==> src/rtl/uproc_pkg.sv <==
// Shared micro-processor definitions used by the program sequencer and the decoder.
// Holds the sequencer command encoding so both sides agree on one enum.
// No logic lives here, only types and constants.
package uproc_pkg;

  localparam int PC_OP_W = 3;

  // Sequencer commands issued by the instruction decoder.
  // Encodings 5..7 are unused and are treated as PC_NOP.
  typedef enum logic [PC_OP_W-1:0] {
    PC_NOP    = 3'd0,
    PC_JUMP   = 3'd1,
    PC_BRANCH = 3'd2,
    PC_CALL   = 3'd3,
    PC_RET    = 3'd4
  } pc_op_t;

endpackage

==> src/rtl/pc_return_stack.sv <==
// LIFO return-address stack for subroutine CALL/RET.
// Latency: push/pop take effect on the posedge; pop_data/ptr/full/empty are read combinationally.
// Backpressure: none; push while full and pop while empty are ignored (the caller flags the error).
module pc_return_stack #(
  parameter int ADDR_W      = 6,
  parameter int STACK_DEPTH = 4
) (
  input  logic                               clk,
  input  logic                               nReset,
  input  logic                               push,
  input  logic                               pop,
  input  logic [ADDR_W-1:0]                  push_data,
  output logic [ADDR_W-1:0]                  pop_data,
  output logic [$clog2(STACK_DEPTH+1)-1:0]   ptr,
  output logic                               full,
  output logic                               empty
);

  localparam int PTR_W = $clog2(STACK_DEPTH+1);

  logic [PTR_W-1:0]  ptr_q;
  logic [ADDR_W-1:0] mem [STACK_DEPTH];

  assign ptr   = ptr_q;
  assign full  = (ptr_q == PTR_W'(STACK_DEPTH));
  assign empty = (ptr_q == '0);

  // Stack pointer: counts occupied entries; contents are abandoned on reset.
  always_ff @(posedge clk or negedge nReset) begin
    if (!nReset) begin
      ptr_q <= '0;
    end else if (push && !full) begin
      ptr_q <= ptr_q + 1'b1;
    end else if (pop && !empty) begin
      ptr_q <= ptr_q - 1'b1;
    end
  end

  // Entry storage: a push writes the slot the pointer currently addresses.
  always_ff @(posedge clk) begin
    for (int i = 0; i < STACK_DEPTH; i++) begin
      if (push && !full && (ptr_q == PTR_W'(i))) begin
        mem[i] <= push_data;
      end
    end
  end

  // Top-of-stack read: entry[ptr-1], zero when empty.
  always_comb begin
    pop_data = '0;
    for (int i = 0; i < STACK_DEPTH; i++) begin
      if (ptr_q == PTR_W'(i + 1)) begin
        pop_data = mem[i];
      end
    end
  end

endmodule

==> src/rtl/pc_sequencer.sv <==
// Program sequencer: next instruction address via increment/jump/branch/call/return, with stall.
// Latency: Op/AddrIn sampled at a posedge, AddrOut registered and valid right after it.
// Backpressure: Stall=1 freezes address, stack and flags; PC_SEQ_STACK_EN enables the return stack.
module pc_sequencer
  import uproc_pkg::*;
#(
  parameter int              ADDR_W      = 6,
  parameter int              STACK_DEPTH = 4,
  parameter logic [ADDR_W-1:0] RESET_ADDR = '0
) (
  input  logic              clk,
  input  logic              nReset,
  input  logic              Stall,
  input  pc_op_t            Op,
  input  logic [ADDR_W-1:0] AddrIn,
  output logic [ADDR_W-1:0] AddrOut,
  output logic              StackEmpty,
  output logic              StackFull,
  output logic              StackErr
);

  logic [ADDR_W-1:0] addr_q;
  logic [ADDR_W-1:0] addr_d;
  logic [ADDR_W-1:0] addr_inc;

  // Sequential successor, wraps naturally at 2^ADDR_W.
  assign addr_inc = addr_q + 1'b1;
  assign AddrOut  = addr_q;

`ifdef PC_SEQ_STACK_EN
  localparam int PTR_W = $clog2(STACK_DEPTH+1);

  logic              stk_push;
  logic              stk_pop;
  logic [ADDR_W-1:0] stk_pop_data;
  logic [PTR_W-1:0]  stk_ptr;
  logic              stk_full;
  logic              stk_empty;
  logic              err_q;
  logic              err_set;

  pc_return_stack #(
    .ADDR_W      (ADDR_W),
    .STACK_DEPTH (STACK_DEPTH)
  ) u_stack (
    .clk       (clk),
    .nReset    (nReset),
    .push      (stk_push),
    .pop       (stk_pop),
    .push_data (addr_inc),
    .pop_data  (stk_pop_data),
    .ptr       (stk_ptr),
    .full      (stk_full),
    .empty     (stk_empty)
  );

  // Flags come straight from the registered pointer, so they show the post-edge depth.
  assign StackEmpty = (stk_ptr == '0);
  assign StackFull  = (stk_ptr == PTR_W'(STACK_DEPTH));
  assign StackErr   = err_q;

  // Next-address mux; stack overflow/underflow fall through to the sequential address.
  always_comb begin
    addr_d   = addr_q;
    stk_push = 1'b0;
    stk_pop  = 1'b0;
    err_set  = 1'b0;
    if (!Stall) begin
      case (Op)
        PC_JUMP:   addr_d = AddrIn;
        PC_BRANCH: addr_d = addr_q + AddrIn;
        PC_CALL: begin
          if (stk_full) begin
            err_set = 1'b1;
            addr_d  = addr_inc;
          end else begin
            stk_push = 1'b1;
            addr_d   = AddrIn;
          end
        end
        PC_RET: begin
          if (stk_empty) begin
            err_set = 1'b1;
            addr_d  = addr_inc;
          end else begin
            stk_pop = 1'b1;
            addr_d  = stk_pop_data;
          end
        end
        default:   addr_d = addr_inc;
      endcase
    end
  end

  // Sticky stack error, cleared only by reset.
  always_ff @(posedge clk or negedge nReset) begin
    if (!nReset) begin
      err_q <= 1'b0;
    end else if (err_set) begin
      err_q <= 1'b1;
    end
  end
`else
  // Without a return stack CALL is a plain jump and RET is a plain increment.
  assign StackEmpty = 1'b1;
  assign StackFull  = 1'b0;
  assign StackErr   = 1'b0;

  // Next-address mux for the stackless build.
  always_comb begin
    addr_d = addr_q;
    if (!Stall) begin
      case (Op)
        PC_JUMP:   addr_d = AddrIn;
        PC_CALL:   addr_d = AddrIn;
        PC_BRANCH: addr_d = addr_q + AddrIn;
        default:   addr_d = addr_inc;
      endcase
    end
  end
`endif

  // Program address register.
  always_ff @(posedge clk or negedge nReset) begin
    if (!nReset) begin
      addr_q <= RESET_ADDR;
    end else begin
      addr_q <= addr_d;
    end
  end

endmodule

==> config.mk <==
export PLATFORM = sky130hd
export DESIGN_NAME = pc_sequencer
export DESIGN_NICKNAME = d
export VERILOG_FILES = /design/src/rtl/uproc_pkg.sv /design/src/rtl/pc_return_stack.sv /design/src/rtl/pc_sequencer.sv
export SDC_FILE = /design/constraint.sdc
export NUM_CORES = 1
export LEC_CHECK = 0
export ABC_AREA = 0
export CORE_MARGIN = 4
export CORE_UTILIZATION = 38
export DETAILED_ROUTE_END_ITERATION = 8
export PLACE_DENSITY = 0.73
export SLEW_MARGIN = 20
export SYNTH_ARGS = -nofsm -noshare
export SYNTH_HDL_FRONTEND = slang
export SYNTH_SLANG_ARGS = --single-unit
==> constraint.sdc <==
create_clock -name clk -period 1.4 [get_ports clk]
set_input_delay 0.28 -clock clk [delete_from_list [all_inputs] [get_ports clk]]
set_output_delay 0.28 -clock clk [all_outputs]
set_load 0.05 [all_outputs]
==> flow_summary_export.csv <==
group,metric,value,unit
sta,setup_ws,-0.329,ns
floorplanning,core,0.00135,sq mm
synthesis,netlist_instances,62,
global_route,grt_pass1_wl,2750,um
run,maxCapViolCount,0,
global_route,grt_usage,19.4,%
setup_path,critical_path_class,"in -> reg",
final_layout,diodes,0,
synthesis,syn_area,569,sq um
floorplanning,die_h,46.7,um
power_and_ir_drop,switching_share,43.4,%
synthesis,ys.warnings.count,0,
floorplanning,rows,13,
final_layout,final_core_util,80.8,%
sta,rsz0062_at_grt,"yes",
placement,dpl.hpwl,1180,um
routing,dr.pass1.iters,4,
cts,cts_max_level,1,
cts,cts_max_path_buffers,2,
sta,drv_slew,0,
sta,finalHoldViolCount,0,
sta,fin_crit_sh,123,%
global_route,grt_pass1_vias,620,
cts,numCtsBuffers,3,
routing,vias,623,
setup_path,worstPathArrival,1.88,ns
power_and_ir_drop,p_per_area,1610,mW/mm^2
final_layout,final_nets,120,
status,violations,"negative setup slack",
final_layout,syn2layout_area_growth,91.6,%
routing,drc,0,
sta,finClkSkew,0.00601,ns
final_layout,largest_reg_flops,6,
synthesis,ys_seq_area_share,26.4,%
synthesis,syn_area_per_cell,9.18,sq um
final_layout,regArea,154,sq um
min_path,hp-class,"in -> async",
placement,post-place-ws,-1.01,ns
global_route,grt-ovfl-total,0,
routing,drt_iter0_drc,7,
cts,worstSkewPairLatency,0.27,ns
routing,wirelength,1970,um
setup_path,path_max_fanout,3,
floorplanning,die_x,46.7,um
floorplanning,io_pins,21,
routing,ant_nets,0,
setup_path,crit_start,"Op[2]",
sta,timing.fmax,578,MHz
power_and_ir_drop,pwr-share-comb,70.4,%
floorplanning,initial_core_util,42.2,%
sta,period_needed,1.73,ns
power_and_ir_drop,pwr-share-seq,17.9,%
cts,cts_sinks,6,
global_route,grt_max_degree,8,
power_and_ir_drop,intPower,0.996,mW
routing,routed_via_density,5.37,
placement,numPortBuffers,17,
setup_path,worst_setup_path_start_kind,"primary input",
setup_path,critPathRequiredTime,1.55,ns
cts,cts_tree,"done",
setup_path,endpoint_kind,"flip-flop",
synthesis,synthDistinctLibCells,30,
floorplanning,fp.dieArea,0.00218,sq mm
final_layout,multi_input_area,478,sq um
placement,gp_congestion,0.788,
cts,root_buffer,"clkbuf_4",
power_and_ir_drop,irDropWorstVdd,1.32,mV
final_layout,fill_cells,86,
final_layout,drive_above_1_share,55.4,%
power_and_ir_drop,clkPwrFrac,11.6,%
power_and_ir_drop,p_sw,0.765,mW
status,outcome,"finished, violations left",
power_and_ir_drop,leakagePower,0.512,nW
cts,clkSlewWorstSetupHoldPaths,0.06,ns
synthesis,synth_seq_cells,6,
sta,finalSetupViolCount,5,
global_route,antenna_found_initial,0,
setup_path,reg2reg_from,"AddrOut[0]",
routing,wire_per_inst,17.0,um
-- Yosys cell counts (all sizes together) --
| library cell | n | share of area (%) |
|---|---|---|
| a21oi | 6 | 5.3 |
| dfrtp | 6 | 26 |
| ha | 5 | 11 |
| inv | 5 | 3.3 |
| buf | 4 | 4.6 |
| and2 | 3 | 3.3 |
| nand2 | 3 | 2.4 |
| nor2 | 3 | 2.0 |
| nor3b | 3 | 5.9 |
| xor2 | 3 | 4.6 |
| conb | 2 | 1.3 |
| o21ai | 2 | 1.8 |
| o21bai | 2 | 2.6 |
| or2b | 2 | 2.6 |
| xnor2 | 2 | 4.4 |
| a211oi | 1 | 1.3 |
| a21o | 1 | 1.3 |
| a221o | 1 | 1.8 |
| a221oi | 1 | 2.6 |
| fa | 1 | 3.5 |
| mux2 | 1 | 2.0 |
| mux2i | 1 | 1.8 |
| nand3 | 1 | 0.88 |
| nor2b | 1 | 1.1 |
| nor3 | 1 | 0.88 |
| o31ai | 1 | 1.3 |
-- cells in the final DEF (no fill, tap or decap), types with 2 or more instances in the layout --
cell and instances:
xor2_1 3, nor3b_1 2, a21oi_1 3, or2b_1 2, buf_6 5, buf_4 19, xnor2_2 2, dfrtp_1 3
o21bai_1 2, inv_1 4, a21oi_2 2, buf_12 6, ha_4 4, dlygate4sd2_1 3, clkdlybuf4s50_1 5, and2_4 2
nor2_1 3, dfrtp_2 3, clkbuf_4 3, conb_1 3
-- worst max-delay path, stage by stage --
cell     delay, ns
buf_6         0.10
nor3b_4       0.21
or2b_1        0.29
ha_4          0.17
inv_2         0.05
fa_2          0.21
buf_6         0.10
xor2_1        0.13
a21oi_1       0.08
mux2_2        0.25
-- routing by layer --
layer,part of all wire [%],GRT usage [%]
met1,38,21.4
met2,52,30.8
met3,7.7,7.42
met4,2.9,13.3
met5,0,0
-- power by group through the flow --
stage               sequential, mW  combinational (mW)  clock [mW]
global route                 0.325                1.30       0.217
CTS                          0.314                1.16       0.205
floorplan                    0.519               0.325           0
finish                       0.316                1.24       0.205
detailed placement           0.302                1.08           0
global placement             0.300                1.06           0
-- worst paths after layout --
path,end,slack (ns),depth (start not counted)
worst max-delay path,AddrOut[2],-0.33,10
worst min-delay path,AddrOut[5],0.28,1
worst max register to register,AddrOut[2],-0.24,7
worst min register to register,AddrOut[1],0.63,2
max in group asynchronous,AddrOut[0],0.84,1
min in group clk,AddrOut[0],0.47,3
-- per-stage QoR --
step	TNS, ns	power [mW]	instances	area [sq um]	hold WS [ns]
2_1_floorplan	-1.69	0.844	63	594	-0.0156
6_report	-1.51	1.76	116	1090	0.275
5_1_grt	-1.84	1.85	116	1090	0.282
3_3_place_gp	-5.10	1.36	107	937	0.569
3_5_place_dp	-5.32	1.38	107	937	0.565
4_1_cts	-1.23	1.67	114	1040	0.281
-- final cells by class --
type	instances	share of cell area (%)
Clock buffer	4	2.41
Inverter	5	1.72
Multi-Input combinational cell	48	43.8
Sequential cell	6	14.1
Tap cell	15	1.72
Timing Repair Buffer	38	36.2
-- timing repair --
action,in CTS,in global routing
gates cloned,0,0
endpoints found under the setup margin,6,5
endpoints found under the hold margin,0,0
pin swaps,17,11
hold buffers,0,0
buffers inserted,4,2
gates resized for setup,29,6
-- kinds of logic after synthesis --
kind of cell	count (synthesis)	synth area share, %
AOI/OAI and AO/OA	15	18.0
xor gates and xnor gates	5	9.01
other	2	1.32
adders and majority gates	6	14.5
buffers and inverters	9	7.91
and+or+nand+nor	17	19.1
DFF	6	26.4
muxes	2	3.74
No activity file was read; power rests on OpenSTA's default activity.
